## src/rtl/score_display_sched.sv

```systemverilog
// score_display_sched: scans a 3-digit seven-segment score display and
// shares it between two 8-bit score sources (player A / player B).
//
// Ports:
//   clk      in   system clock
//   rst_n    in   asynchronous active-low reset
//   score_a  in   player A score, binary 0..255
//   score_b  in   player B score, binary 0..255
//   upd_a    in   one-cycle pulse, A's score changed
//   upd_b    in   one-cycle pulse, B's score changed
//   ssd      out  segment pattern (gfedcba, active-high), 0 = dark
//   ssd_bit  out  one-hot digit enable: [2]=hundreds [1]=tens [0]=ones
//   src      out  source shown: 0 = A, 1 = B
module score_display_sched #(
    parameter int DIV   = 50000,
    parameter int BLANK = 1000,
    parameter int HOLD  = 200
) (
    input  logic       clk,
    input  logic       rst_n,
    input  logic [7:0] score_a,
    input  logic [7:0] score_b,
    input  logic       upd_a,
    input  logic       upd_b,
    output logic [6:0] ssd,
    output logic [2:0] ssd_bit,
    output logic       src
);

    localparam int PW = $clog2(DIV);
    localparam int BW = $clog2(BLANK + 1);
    localparam int FW = (HOLD > 1) ? $clog2(HOLD) : 1;

    localparam logic [PW-1:0] PMAX  = PW'(DIV - 1);
    localparam logic [BW-1:0] BINIT = BW'(BLANK);
    localparam logic [FW-1:0] FMAX  = FW'(HOLD - 1);

    typedef enum logic [1:0] {
        DIG2 = 2'd0,
        DIG1 = 2'd1,
        DIG0 = 2'd2
    } dig_e;

    function automatic logic [11:0] bin_to_bcd(input logic [7:0] v);
        return {4'(v / 8'd100), 4'((v / 8'd10) % 8'd10), 4'(v % 8'd10)};
    endfunction

    function automatic logic [6:0] bcd_to_ssd(input logic [3:0] d);
        case (d)
            4'd0:    return 7'h3F;
            4'd1:    return 7'h06;
            4'd2:    return 7'h5B;
            4'd3:    return 7'h4F;
            4'd4:    return 7'h66;
            4'd5:    return 7'h6D;
            4'd6:    return 7'h7D;
            4'd7:    return 7'h07;
            4'd8:    return 7'h7F;
            4'd9:    return 7'h6F;
            default: return 7'h00;
        endcase
    endfunction

    logic [PW-1:0] pcnt_q, pcnt_d;
    logic [BW-1:0] blank_q, blank_d;
    logic [FW-1:0] fcnt_q, fcnt_d;
    dig_e          dig_q, dig_d;
    logic [7:0]    val_q, val_d;
    logic          src_q, src_d;
    logic          pend_a_q, pend_a_d;
    logic          pend_b_q, pend_b_d;
    logic [6:0]    ssd_q, ssd_d;
    logic [2:0]    bit_q, bit_d;

    logic          tick, frame;
    logic          pa, pb, other, own;
    logic [11:0]   bcd;
    logic          lit;

    always_comb begin
        tick   = (pcnt_q == PMAX);
        frame  = tick && (dig_q == DIG0);
        pcnt_d = tick ? '0 : pcnt_q + 1'b1;

        dig_d   = dig_q;
        blank_d = blank_q;
        if (blank_q != '0) blank_d = blank_q - 1'b1;
        if (tick) begin
            blank_d = BINIT;
            case (dig_q)
                DIG2:    dig_d = DIG1;
                DIG1:    dig_d = DIG0;
                default: dig_d = DIG2;
            endcase
        end

        // Pulses landing on the boundary cycle join that arbitration.
        pa    = pend_a_q | upd_a;
        pb    = pend_b_q | upd_b;
        other = src_q ? pa : pb;
        own   = src_q ? pb : pa;

        src_d    = src_q;
        fcnt_d   = fcnt_q;
        pend_a_d = pa;
        pend_b_d = pb;
        val_d    = val_q;
        if (frame) begin
            pend_a_d = 1'b0;
            pend_b_d = 1'b0;
            if (other) begin
                src_d  = ~src_q;
                fcnt_d = '0;
            end else if (own) begin
                fcnt_d = '0;
            end else if (fcnt_q == FMAX) begin
                src_d  = ~src_q;
                fcnt_d = '0;
            end else begin
                fcnt_d = fcnt_q + 1'b1;
            end
            val_d = src_d ? score_b : score_a;
        end

        // Outputs are a function of next state so they register in step.
        bcd   = bin_to_bcd(val_d);
        ssd_d = '0;
        bit_d = '0;
        case (dig_d)
            DIG2:    lit = (bcd[11:8] != 4'd0);
            DIG1:    lit = (bcd[11:4] != 8'd0);
            default: lit = 1'b1;
        endcase
        if (lit && blank_d == '0) begin
            case (dig_d)
                DIG2: begin
                    bit_d = 3'b100;
                    ssd_d = bcd_to_ssd(bcd[11:8]);
                end
                DIG1: begin
                    bit_d = 3'b010;
                    ssd_d = bcd_to_ssd(bcd[7:4]);
                end
                default: begin
                    bit_d = 3'b001;
                    ssd_d = bcd_to_ssd(bcd[3:0]);
                end
            endcase
        end
    end

    always_ff @(posedge clk or negedge rst_n) begin
        if (!rst_n) begin
            pcnt_q   <= '0;
            blank_q  <= BINIT;
            fcnt_q   <= '0;
            dig_q    <= DIG2;
            val_q    <= '0;
            src_q    <= 1'b0;
            pend_a_q <= 1'b0;
            pend_b_q <= 1'b0;
            ssd_q    <= '0;
            bit_q    <= '0;
        end else begin
            pcnt_q   <= pcnt_d;
            blank_q  <= blank_d;
            fcnt_q   <= fcnt_d;
            dig_q    <= dig_d;
            val_q    <= val_d;
            src_q    <= src_d;
            pend_a_q <= pend_a_d;
            pend_b_q <= pend_b_d;
            ssd_q    <= ssd_d;
            bit_q    <= bit_d;
        end
    end

    assign ssd     = ssd_q;
    assign ssd_bit = bit_q;
    assign src     = src_q;

endmodule
```

## config.mk

```make
export PLATFORM = sky130hd
export DESIGN_NAME = score_display_sched
export DESIGN_NICKNAME = d
export VERILOG_FILES = /design/src/rtl/score_display_sched.sv
export SDC_FILE = /design/constraint.sdc
export NUM_CORES = 1
export LEC_CHECK = 0
export ABC_AREA = 1
export ABC_CLOCK_PERIOD_IN_PS = 9600
export BUFFER_PORTS_ARGS = -buffer_cell sky130_fd_sc_hd__buf_2
export CORE_MARGIN = 2
export CORE_UTILIZATION = 45
export CTS_CLUSTER_DIAMETER = 30
export DETAILED_ROUTE_END_ITERATION = 10
export SLEW_MARGIN = 25
export SYNTH_ARGS = -nofsm -noshare
export SYNTH_HDL_FRONTEND = slang
export SYNTH_SLANG_ARGS = --single-unit
export TNS_END_PERCENT = 30
```

## constraint.sdc

```tcl
create_clock -name clk -period 9.6 [get_ports clk]
set_clock_uncertainty 0.15 [all_clocks]
set_input_delay 1.92 -clock clk [delete_from_list [all_inputs] [get_ports clk]]
set_output_delay 1.92 -clock clk [all_outputs]
set_load 0.03 [all_outputs]
```

---- Word-level counts from Yosys, hierarchy flattened ----
Memory sizes are Yosys's and may differ from the RTL's.
Index checks and enable logic that the tools add are counted.
Widths: inputs -> output; s select.
storage, ports and cells
  memories ................................ 3
  register bits ........................... 57
  output and inout bits ................... 11
  ROM bits ................................ 336
  logic and storage cells ................. 59
  bits of input ports ..................... 20
operators by class
  muxes and demuxes ....................... 23
  bitwise gates (word level) .............. 3
  divide/modulo/power cells ............... 4
  reduce and logical (&&, ||, !) cells .... 8
  eq/ne operators ......................... 5
  add/sub/neg operators ................... 3
memories
  memory            depth  bits a word  rd ports  clocked after Yosys merged registers in  wr ports  line  text
  (name not given)  16     7            1         0                                        0         49    case (d)
  (name not given)  16     7            1         0                                        0         49
  (name not given)  16     7            1         0                                        0         49
operators by type and width
  operator               number
  $mux 8                 5
  $mux 10                2
  $add 16x1->16 const B  1
  $eq 16x16->1 const B   1
  $mod 8x4->8 const B    2
  $mux 16                1
  $pmux 7 s2             1
  $logic_not 10->1       1
  $reduce_bool 10->1     1
  $sub 10x1->10 const B  1
  $add 8x1->8 const B    1
  $div 8x4->8 const B    1
  $div 8x7->8 const B    1
  $eq 8x8->1 const B     1
  $mux 1                 8
  $reduce_bool 8->1      1
  $mux 7                 1
  $pmux 3 s2             1
  $eq 2x1->1 const B     2
  $logic_not 2->1        2
  $pmux 2 s2             1
  $reduce_bool 4->1      1
  $mux 3                 1
  $eq 2x2->1 const B     1
  other kinds (5)        7

---- Logic depth before layout (Yosys ltp) ----
Gate-level depths: netlist of the first run.
  word-level depth ........................ 13
  gate-level depth with buffers ........... 47
  mapped depth without buffers ............ 47

---- Least setup slack after synthesis of the first run ----
Ideal clock, no wire load.
  kind .................................... in2reg
  from .................................... input upd_b
  to ...................................... register ssd_q[3], in the netlist ssd[3]
  library setup time ...................... 0.072 ns
  stages .................................. 40
  buffers on the path ..................... 0
  data required time ...................... 9.378 ns
  slack ................................... 3.474 ns
  data arrival time ....................... 5.904 ns
  cell sequence ........................... nor2_1 -> inv_1 -> nor2_1 -> nand2_2 -> nand2_4 -> nand2_1 -> a31oi_2 -> nand3_2 -> nand2_2 -> nand2_2 -> nand2_2 -> nand3_2 -> nand2_4 -> nand2_4 -> nand2_2 -> nand2_1 -> inv_1 -> ha_1 -> [... 4 more ...] -> nand2_1 -> nand2_1 -> nand2_2 -> nand3_2 -> nand2_2 -> nand2_1 -> inv_1 -> nor2_4 -> nand3_1 -> nand2_1 -> inv_1 -> ha_1 -> nand3b_1 -> nand3_1 -> nand2_1 -> nand2_1 -> nand2_1 -> nor2_1
between the ends
  word-level cells in the longest chain between the ends .. 13
RTL lines
  what                                                 line  text
  start: declaration                                   24    input logic upd_b,
  $or 1x1->1 (*)                                       99    pb = pend_b_q | upd_b;
  $mux 1                                               101   own = src_q ? pb : pa;
  $mux 1                                               114   end else if (own) begin
  $mux 1 (*)                                           111   if (other) begin
  $mux 1 (*)                                           108   if (frame) begin
  $mux 8 (*)                                           122   val_d = src_d ? score_b : score_a;
  $mux 8 (*)                                           108
  branches (longest 5 deep; another with $div 8x4->8)  n/a
  $mux 7 (*)                                           134   if (lit && blank_d == '0) begin
  named net ssd_d[3]                                   72    logic [6:0] ssd_q, ssd_d;
  end signal: assignment                               173   ssd_q <= ssd_d;
  end: declaration                                     72
Mark *: on every way through the listed nets, which the timed path passes. The select of a mux whose other input is x is not followed.
A chain may end at the register's enable or synchronous reset.

---- Worst setup path after layout of the first run ----
Same ends and word-level chain as after synthesis.

==> out/qor.csv, run 1 <==
stage;metric;value;unit
detailed_routing;Antenna Nets Post-Route;0;
global_route;first-pass GRT wire length;15600;um
power_and_ir_drop;power density over cell area;105;mW/mm2
timing;final worst-path cycle share;67.3;%
die;Core Area;0.00906;mm2
clock_network;Post-CTS Repair Setup Buffers;0;
detailed_routing;DR iter-0 viols;143;
logic_synthesis;Mapped Nets;612;
critical_path;Critical Path RT;9720;ps
global_route;GR Layer Usage met1;24.4;%
critical_path;reg-to-reg slack, setup;3960;ps
logic_synthesis;XOR/XNOR Fraction of Synth Area;1.48;%
global_route;grt met2 use;32.4;%
critical_path;CP Class;in -> reg;
detailed_routing;WL final;8780;um
timing;FMAX;155;MHz
timing;Slew Limit Fails;0;
timing;final setup vio count;0;
critical_path;Worst Path Max Fanout;10;
global_route;most used routing layer;met2;
hold_path;worst hold path class;reg -> reg;
logic_synthesis;Synth Area in Simple Gates;38.6;%
final_layout;diode count;0;
timing;Least-Margin Pin Slew;730;ps
logic_synthesis;multiplexer share of the synthesized area;0;%
logic_synthesis;Avg Cell Area, Syn;7.22;um2
logic_synthesis;commonest register cell after synthesis;dfrtp_1;
logic_synthesis;largest family of logic cells by synthesized area;simple AND/OR/NAND/NOR gates;
clock_network;clk root buf;clkbuf_8;
global_route;GRT Residual Overflow;0;
logic_synthesis;asr flop ratio synth;100;%
place;Final Wtd Congestion;0.854;
die;Die Ht;100;um
clock_network;Resized Gates After CTS;0;
die;Initial Util;45.7;%
clock_network;CTS tree;yes;
logic_synthesis;EDFF count, synth;0;
power_and_ir_drop;Pleak;2.48;nW
critical_path;CP max-delay cell;ha_1;
place;pre-CTS setup slack;2800;ps
global_route;largest net degree at the start of global routing;58;
timing;Fin. Hold Viols;0;
final_layout;commonest non-fill, non-tap cell in the layout;nand2_1;
final_layout;fin nets;648;
timing;RSZ-0062 raised after global routing;false;
detailed_routing;number of remaining DRC errors;0;
critical_path;Arr. time, crit path;6580;ps
logic_synthesis;Netlist cell types;47;
detailed_routing;WL/cell;12.1;um
status;status;complete, no violations;
power_and_ir_drop;peak supply drop;0.0501;mV
logic_synthesis;post-synthesis cell count;574;
place;post-detail-place hpwl;6790;um
global_route;GRT met3 Usage;2.86;%
logic_synthesis;Synth Area in Compound Gates;10.9;%
timing;Final min period;6470;ps
critical_path;crit end category;register;
power_and_ir_drop;Pwr Total;0.484;mW
critical_path;CP max stage delay;280;ps
detailed_routing;drt first pass iters;4;
timing;Final WS setup;3130;ps
clock_network;H-tree depth;3;
place;IO buf count;30;
critical_path;CP most frequent cell;nand2_1;
timing;WHS;316;ps
logic_synthesis;Syn. warnings;0;
logic_synthesis;Mapped Area;0.00414;mm2
logic_synthesis;sequential fraction of the synthesis area;34.6;%
clock_network;clk buf depth;2;
place;dpl cell area;0.00441;mm2
clock_network;clock latency on the worst-skew pair;340;ps
clock_network;Sink Count;57;
die;Die Wd;100;um
detailed_routing;drt via density;5.06;
final_layout;Syn-to-layout area delta;11.5;%
clock_network;CTS Buf Count;9;
clock_network;cts hold-fix bufs;0;
final_layout;most frequent cells in the layout;nand2_1, inv_1, nor2_1;
job;maxcap violations;0;
die;die area;0.00999;mm2
timing;Max-Slew Margin vs Limit;51.3;%
global_route;Total GRT Usage;19.3;%
die;FP Rows;35;
global_route;vias in the first global route;3663;
logic_synthesis;Yosys reg bits;57;
detailed_routing;Via Count;3676;
clock_network;Worst-path clk slew;60;ps
final_layout;share of post-route cells with drive strength above 1;20.5;%
critical_path;kind of start point of the critical path;input port;
die;Boundary Pins;31;
final_layout;Final Cell Area;0.00462;mm2
timing;total negative slack;0;ps
global_route;antenna violations before repair;0;
logic_synthesis;synthesized-area fraction occupied by adder cells;5.43;%
[cells by family after synthesis]
kind of cell	count (synthesis)
AO/OA/AOI/OAI	73
XOR/XNOR	7
adder cells (fa/ha/maj)	18
buffers and inverters	97
flip-flops	57
AND/OR/NAND/NOR	322
[cell type report]
| cell class | instances | area (um2) |
|---|---|---|
| fill | 888 | 4440 |
| multi-input combinational | 420 | 2340 |
| sequential | 57 | 1430 |
| inverter | 91 | 344 |
| clock buffer | 14 | 173 |
| timing repair buffer | 31 | 158 |
| tap | 111 | 139 |
| clock inverter | 2 | 35.0 |
[report_power, final]
part / internal [mW] / switching, mW / leakage (nW)
logic: 0.00373 / 0.00705 / 1.70
registers: 0.240 / 0.0000000000000000190 / 0.671
clock network: 0.141 / 0.0920 / 0.107
total: 0.385 / 0.0991 / 2.48
[layer usage]
metal / part of all wire [%] / routed length [um] / up-vias
li1: - / - / 1914
met1: 49 / 4270 / 1701
met2: 47 / 4110 / 41
met3: 2.2 / 197 / 20
met4: 2.3 / 203 / 0
met5: 0 / 0 / -
[per-stage QoR]
step	cells	util [%]
4_1_cts	726	51.0
3_5_place_dp	710	48.7
3_3_place_gp	710	48.7
6_report	726	51.0
2_1_floorplan	574	-
5_1_grt	726	51.0
[worst paths after layout]
kind                                startpoint               endpoint  cells after the start
setup / recovery                         upd_b       ssd[3]$_DFF_PN0_                     41
hold / removal             pcnt_q[0]$_DFF_PN0_    pcnt_q[0]$_DFF_PN0_                      1
setup reg to reg           pcnt_q[0]$_DFF_PN0_       ssd[3]$_DFF_PN0_                     42
hold reg to reg            pcnt_q[0]$_DFF_PN0_    pcnt_q[0]$_DFF_PN0_                      1
max in group asynchronous                rst_n   ssd_bit[0]$_DFF_PN0_                      2
min in group asynchronous                rst_n  fcnt_q[3]$_DFFE_PN0N_                      2
[cells in the mapped netlist (all sizes together) (2+ instances only)]
library cell / n / area share, %
nor2: 73 / 7.4
dfstp: 6 / 3.8
nand3b: 3 / 0.54
nand2: 155 / 17
inv: 91 / 8.3
nor4: 4 / 0.60
nor3b: 2 / 0.36
o21ai: 29 / 3.7
nand3: 59 / 8.7
nor3: 10 / 1.2
and2: 2 / 0.33
and3: 2 / 0.30
a21oi: 26 / 3.7
ha: 18 / 5.4
or2: 5 / 0.75
a31oi: 4 / 0.75
clkbuf: 5 / 0.45
dfrtp: 51 / 31
o211ai: 6 / 1.2
xor2: 6 / 1.3
nand4: 7 / 1.1
[sequential cells by signal (all words and copies together), names as in the netlist]
name	cells
src	1
pend_b_q	1
val_q	8
pend_a_q	1
pcnt_q	16
dig_q	2
blank_q	10
fcnt_q	8
ssd_bit	3
ssd	7
[critical path, delay by kind of cell]
family / cells / cell delay [ps]
simple gates: 32 / 3440
fa+ha+maj: 2 / 420
compound gates: 1 / 270
buf+inv: 6 / 510
Note: power is estimated with default switching activity, not from simulation.
==> run 2: changes to the inputs <==
- ABC_CLOCK_PERIOD_IN_PS: 9600 -> 6490
- clock period: 9.6 -> 6.49 ns (I/O delays scaled with it)
==> out/qor.csv, run 2 (same netlist as run 1, synthesis figures left out) <==
stage;metric;value;unit;change
timing;Least-Margin Pin Slew;731;ps;was 730 ps
final_layout;share of post-route cells with drive strength above 1;20.5;%;unchanged
detailed_routing;Via Count;3685;;was 3676
global_route;vias in the first global route;3665;;was 3663
status;status;complete, no violations;;unchanged
global_route;first-pass GRT wire length;15900;um;was 15600 um
clock_network;H-tree depth;3;;unchanged
clock_network;clock latency on the worst-skew pair;340;ps;about the same
final_layout;number of fillers in the final layout;891;;was 888
timing;Slew Limit Fails;0;;unchanged
global_route;antenna violations before repair;0;;unchanged
power_and_ir_drop;peak supply drop;0.0849;mV;was 0.0501 mV
critical_path;Critical Path RT;6620;ps;was 9720 ps
die;die area;0.00999;mm2;unchanged
clock_network;cts hold-fix bufs;0;;unchanged
detailed_routing;drt first pass iters;4;;unchanged
critical_path;Worst Path Max Fanout;10;;unchanged
final_layout;max reg flops;16;;unchanged
timing;Fin. Hold Viols;0;;unchanged
hold_path;Hold Path Sink;pcnt_q[0]$_DFF_PN0_;;unchanged
global_route;GRT Residual Overflow;0;;unchanged
detailed_routing;number of remaining DRC errors;0;;unchanged
critical_path;CP Class;in -> reg;;unchanged
final_layout;fin nets;648;;unchanged
power_and_ir_drop;Pleak;2.47;nW;was 2.48 nW
timing;Final WS setup;715;ps;was 3130 ps
timing;final worst-path cycle share;89.0;%;
critical_path;Worst R2R Start;pcnt_q[0]$_DFF_PN0_;;unchanged
final_layout;sequential cell area;0.00143;mm2;unchanged
clock_network;CTS Buf Count;9;;unchanged
place;post-detail-place hpwl;6840;um;was 6790 um
final_layout;area of the multi-input gates;0.00234;mm2;about the same
power_and_ir_drop;power density over cell area;152;mW/mm2;was 105 mW/mm2
clock_network;CTS tree;yes;;unchanged
detailed_routing;WL final;8880;um;was 8780 um
timing;RSZ-0062 raised after global routing;false;;unchanged
hold_path;min-delay src;pcnt_q[0]$_DFF_PN0_;;unchanged
hold_path;worst hold path stage count;1;;unchanged
timing;FMAX;173;MHz;
detailed_routing;DR iter-0 viols;129;;was 143
final_layout;top flop regs;pcnt_q (16), blank_q (10);;unchanged
detailed_routing;WL/cell;12.2;um;was 12.1 um
timing;WHS;313;ps;was 316 ps
clock_network;Sink Count;57;;unchanged
timing;final setup vio count;0;;unchanged
die;Core Area;0.00906;mm2;unchanged
place;IO buf count;30;;unchanged
clock_network;clk root buf;clkbuf_8;;unchanged
job;maxcap violations;0;;unchanged
die;FP Rows;35;;unchanged
final_layout;diode count;0;;unchanged
global_route;Total GRT Usage;19.5;%;was 19.3%
final_layout;most flop-heavy register;pcnt_q;;unchanged
die;Boundary Pins;31;;unchanged
place;pre-CTS setup slack;340;ps;was 2800 ps
die;Initial Util;45.7;%;unchanged
final_layout;commonest non-fill, non-tap cell in the layout;nand2_1;;unchanged
critical_path;CP max-delay cell;ha_1;;unchanged
critical_path;CP most frequent cell;nand2_1;;unchanged
die;Die Ht;100;um;unchanged
critical_path;worst r2r dst;ssd[3]$_DFF_PN0_;;unchanged
hold_path;worst hold path class;reg -> reg;;unchanged
die;Die Wd;100;um;unchanged
timing;Max-Slew Margin vs Limit;51.3;%;about the same
critical_path;CP max stage delay;280;ps;about the same
global_route;largest net degree at the start of global routing;58;;unchanged
critical_path;kind of start point of the critical path;input port;;unchanged
clock_network;Worst-path clk slew;70;ps;was 60 ps
detailed_routing;Antenna Nets Post-Route;0;;unchanged
clock_network;clk buf depth;2;;unchanged
place;Final Wtd Congestion;0.854;;unchanged
timing;total negative slack;0;ps;unchanged
critical_path;crit end category;register;;unchanged
final_layout;most frequent cells in the layout;nand2_1, inv_1, nor2_1;;unchanged
critical_path;r2r worst-path depth;42;;unchanged
critical_path;reg-to-reg slack, setup;880;ps;was 3960 ps
final_layout;Syn-to-layout area delta;11.1;%;was 11.5%
timing;Final min period;5780;ps;
detailed_routing;drt via density;5.08;;was 5.06
critical_path;Arr. time, crit path;5910;ps;was 6580 ps
power_and_ir_drop;Pwr Total;0.702;mW;was 0.484 mW
clock_network;Post-CTS Repair Setup Buffers;0;;unchanged
## run 2: cell types whose count changed in the layout (fill, tap and decap cells not counted)
cell      delta
clkinv_2     +1
nor2_2       +1
clkbuf_8     -2
nor2_1       -1
clkbuf_1     +1
## run 2: report_power, final
group	switching [mW]	internal [mW]	total [mW]
logic	0.0104	0.00552	0.0159
registers	0.0000000000000000299	0.355	0.355
clock network	0.144	0.187	0.331
## run 2: layer usage
| metal | vias to the layer above | track usage, % | routed length [um] |
|---|---|---|---|
| li1 | 1918 | - | - |
| met1 | 1709 | 23.7 | 4270 |
| met2 | 46 | 34.3 | 4260 |
| met3 | 12 | 3.34 | 219 |
| met4 | 0 | 8.43 | 127 |
| met5 | - | 0 | 0 |
## run 2: worst max-delay path: cells and delay by family
| kind | cells | cell delay [ps] |
|---|---|---|
| and+or+nand+nor | 32 | 3430 |
| buffers and inverters | 6 | 530 |
| adders and majority gates | 2 | 420 |
| AOI/OAI and AO/OA | 1 | 220 |
## run 2: timing repair
action / in CTS / in global routing
hold endpoints to repair: 0 / 0
resized for setup: 0 / 1
setup endpoints to repair: 0 / 2
## run 2: how the worst max path moves through the flow
stage	startpoint	to	slack, ps	cells after the start
floorplan	upd_b	ssd[3]$_DFF_PN0_	990	40
global placement	upd_b	ssd[3]$_DFF_PN0_	520	43
detailed placement	upd_b	ssd[3]$_DFF_PN0_	340	41
CTS	upd_b	ssd[3]$_DFF_PN0_	660	41
global route	upd_a	ssd[3]$_DFF_PN0_	10	41
finish	upd_a	ssd[3]$_DFF_PN0_	710	41
## run 2: area by class of cell
cell class	instances	area share (%)
multi-input cells	420	50.9
clock inverters	3	0.869
clock buffers	13	3.23
flip-flops and latches	57	31.1
well taps	111	3.02
repair buffers	31	3.42
inverters	91	7.47
## run 2: per-stage QoR
step / area (um2) / util [%] / cells
after detailed placement: 4410 / 48.7 / 710
final: 4610 / 50.8 / 726
after global placement: 4410 / 48.7 / 710
after floorplan: 4140 / - / 574
after global routing: 4610 / 50.8 / 726
after CTS: 4600 / 50.8 / 726
==> run 3: changes to the inputs <==
- CORE_ASPECT_RATIO: unset -> 2
==> out/qor.csv, run 3 (same netlist as run 1, synthesis figures left out) <==
stage;metric;value;unit;change
status;status;complete, no violations;;unchanged
final_layout;sequential cell area;0.00143;mm2;unchanged
hold_path;worst hold path stage count;1;;unchanged
power_and_ir_drop;Clk pwr share;56.5;%;was 47.1%
clock_network;clk root buf;clkbuf_16;;was clkbuf_8
clock_network;CTS tree;yes;;unchanged
timing;Slew Limit Fails;0;;unchanged
clock_network;H-tree depth;3;;unchanged
die;Boundary Pins;31;;unchanged
place;post-detail-place hpwl;7610;um;was 6840 um
place;DP Cell Count;701;;was 710
timing;Final min period;5890;ps;was 5780 ps
place;pre-CTS setup slack;293;ps;was 340 ps
power_and_ir_drop;Psw;0.166;mW;was 0.154 mW
die;Initial Util;46.3;%;was 45.7%
die;Die Wd;71.9;um;was 100 um
final_layout;most frequent cells in the layout;nand2_1, inv_1, nor2_1;;unchanged
timing;Final WS setup;599;ps;was 715 ps
power_and_ir_drop;Pleak;2.53;nW;was 2.47 nW
die;FP Rows;49;;was 35
final_layout;Final Cell Area;0.00471;mm2;was 0.00461 mm2
place;Final Wtd Congestion;0.835;;was 0.854
global_route;antenna violations before repair;0;;unchanged
detailed_routing;WL/cell;13.4;um;was 12.2 um
clock_network;cts hold-fix bufs;0;;unchanged
power_and_ir_drop;power density over cell area;181;mW/mm2;was 152 mW/mm2
timing;total negative slack;0;ps;unchanged
critical_path;r2r worst-path depth;42;;unchanged
critical_path;CP max stage delay;270;ps;was 280 ps
global_route;first-pass GRT wire length;16700;um;was 15900 um
hold_path;worst hold path class;reg -> reg;;unchanged
detailed_routing;Antenna Nets Post-Route;0;;unchanged
final_layout;top flop regs;pcnt_q (16), blank_q (10);;unchanged
timing;Fin. Hold Viols;0;;unchanged
clock_network;CTS Buf Count;9;;unchanged
job;maxcap violations;0;;unchanged
detailed_routing;number of remaining DRC errors;0;;unchanged
clock_network;clock latency on the worst-skew pair;330;ps;was 340 ps
detailed_routing;drt first pass iters;4;;unchanged
timing;Least-Margin Pin Slew;719;ps;was 731 ps
global_route;largest net degree at the start of global routing;58;;unchanged
detailed_routing;WL final;9610;um;was 8880 um
critical_path;Critical Path RT;6590;ps;was 6620 ps
timing;WHS;305;ps;was 313 ps
clock_network;Post-CTS Repair Setup Buffers;0;;unchanged
hold_path;Hold Path Sink;pcnt_q[0]$_DFF_PN0_;;unchanged
place;dpl cell area;0.00440;mm2;was 0.00441 mm2
die;Die Ht;140;um;was 100 um
critical_path;kind of start point of the critical path;input port;;unchanged
timing;Max-Slew Margin vs Limit;52.1;%;was 51.3%
final_layout;area of the multi-input gates;0.00234;mm2;about the same
final_layout;max reg flops;16;;unchanged
global_route;vias in the first global route;3770;;was 3665
power_and_ir_drop;Comb pwr share;1.8;%;was 2.3%
power_and_ir_drop;Sequential Power Share;41.7;%;was 50.6%
clock_network;clk buf depth;2;;unchanged
clock_network;Sink Count;57;;unchanged
place;IO buf count;30;;unchanged
final_layout;commonest non-fill, non-tap cell in the layout;nand2_1;;unchanged
final_layout;diode count;0;;unchanged
power_and_ir_drop;Int Power;0.689;mW;was 0.548 mW
global_route;GRT Residual Overflow;0;;unchanged
critical_path;reg-to-reg slack, setup;900;ps;was 880 ps
die;Core Area;0.00895;mm2;was 0.00906 mm2
timing;final worst-path cycle share;90.8;%;was 89.0%
critical_path;CP Class;in -> reg;;unchanged
final_layout;fin nets;648;;unchanged
timing;FMAX;170;MHz;was 173 MHz
final_layout;fin util;52.6;%;was 50.8%
power_and_ir_drop;Net Sw Frac;19.4;%;was 21.9%
detailed_routing;DR iter-0 viols;229;;was 129
clock_network;Resized Gates After CTS;0;;unchanged
hold_path;min-delay src;pcnt_q[0]$_DFF_PN0_;;unchanged
critical_path;worst r2r dst;ssd[3]$_DFF_PN0_;;unchanged
final_layout;Syn-to-layout area delta;13.7;%;was 11.1%
detailed_routing;drt via density;5.22;;was 5.08
timing;final setup vio count;0;;unchanged
final_layout;share of post-route cells with drive strength above 1;20.5;%;unchanged
global_route;Total GRT Usage;21.1;%;was 19.5%
critical_path;CP most frequent cell;nand2_1;;unchanged
power_and_ir_drop;peak supply drop;0.108;mV;was 0.0849 mV
critical_path;Worst R2R Start;pcnt_q[0]$_DFF_PN0_;;unchanged
die;die area;0.0100;mm2;was 0.00999 mm2
timing;RSZ-0062 raised after global routing;false;;unchanged
clock_network;Worst-path clk slew;50;ps;was 70 ps
final_layout;Post-Layout Cell Count;717;;was 726
critical_path;crit end category;register;;unchanged
final_layout;number of fillers in the final layout;942;;was 891
detailed_routing;Via Count;3743;;was 3685
critical_path;Worst Path Max Fanout;10;;unchanged
power_and_ir_drop;Pwr Total;0.855;mW;was 0.702 mW
final_layout;most flop-heavy register;pcnt_q;;unchanged
critical_path;CP max-delay cell;ha_1;;unchanged
critical_path;Arr. time, crit path;5990;ps;was 5910 ps
-- run 3: worst max-delay path: cells and delay by family --
family	cells	cell delay, ps
AOI/OAI and AO/OA	1	240
adders and majority gates	2	420
and+or+nand+nor	32	3460
buffers and inverters	6	530
-- run 3: area by class of cell --
type | instances | share of cell area, %
multi-input combinational | 420 | 49.7
sequential | 57 | 30.4
inverter | 91 | 7.30
clock buffer | 14 | 5.82
timing repair buffer | 31 | 3.35
tap | 102 | 2.71
clock inverter | 2 | 0.743
-- run 3: metal layers --
layer / global-route usage, % / part of all wire, % / vias to the layer above
li1: - / - / 1921
met1: 21.3 / 38 / 1768
met2: 39.4 / 58 / 36
met3: 4.34 / 1.3 / 18
met4: 9.93 / 3.0 / 0
met5: 0 / 0 / -
-- run 3: power by group through the flow --
stage	Combinational (mW)	Sequential (mW)	Clock, mW
2_1_floorplan	0.00234	0.362	0
3_3_place_gp	0.0163	0.362	0
3_5_place_dp	0.0162	0.362	0
4_1_cts	0.0163	0.356	0.492
5_1_grt	0.0180	0.356	0.508
6_report	0.0154	0.356	0.484
-- run 3: worst max-delay path by stage --
stage / cells after the start / startpoint / slack, ps / end
global route: 41 / upd_b / 100 / ssd[3]$_DFF_PN0_
global placement: 43 / upd_b / 480 / ssd[3]$_DFF_PN0_
detailed placement: 41 / upd_a / 290 / ssd[3]$_DFF_PN0_
finish: 41 / upd_a / 600 / ssd[3]$_DFF_PN0_
CTS: 41 / upd_a / 610 / ssd[3]$_DFF_PN0_
floorplan: 40 / upd_b / 990 / ssd[3]$_DFF_PN0_
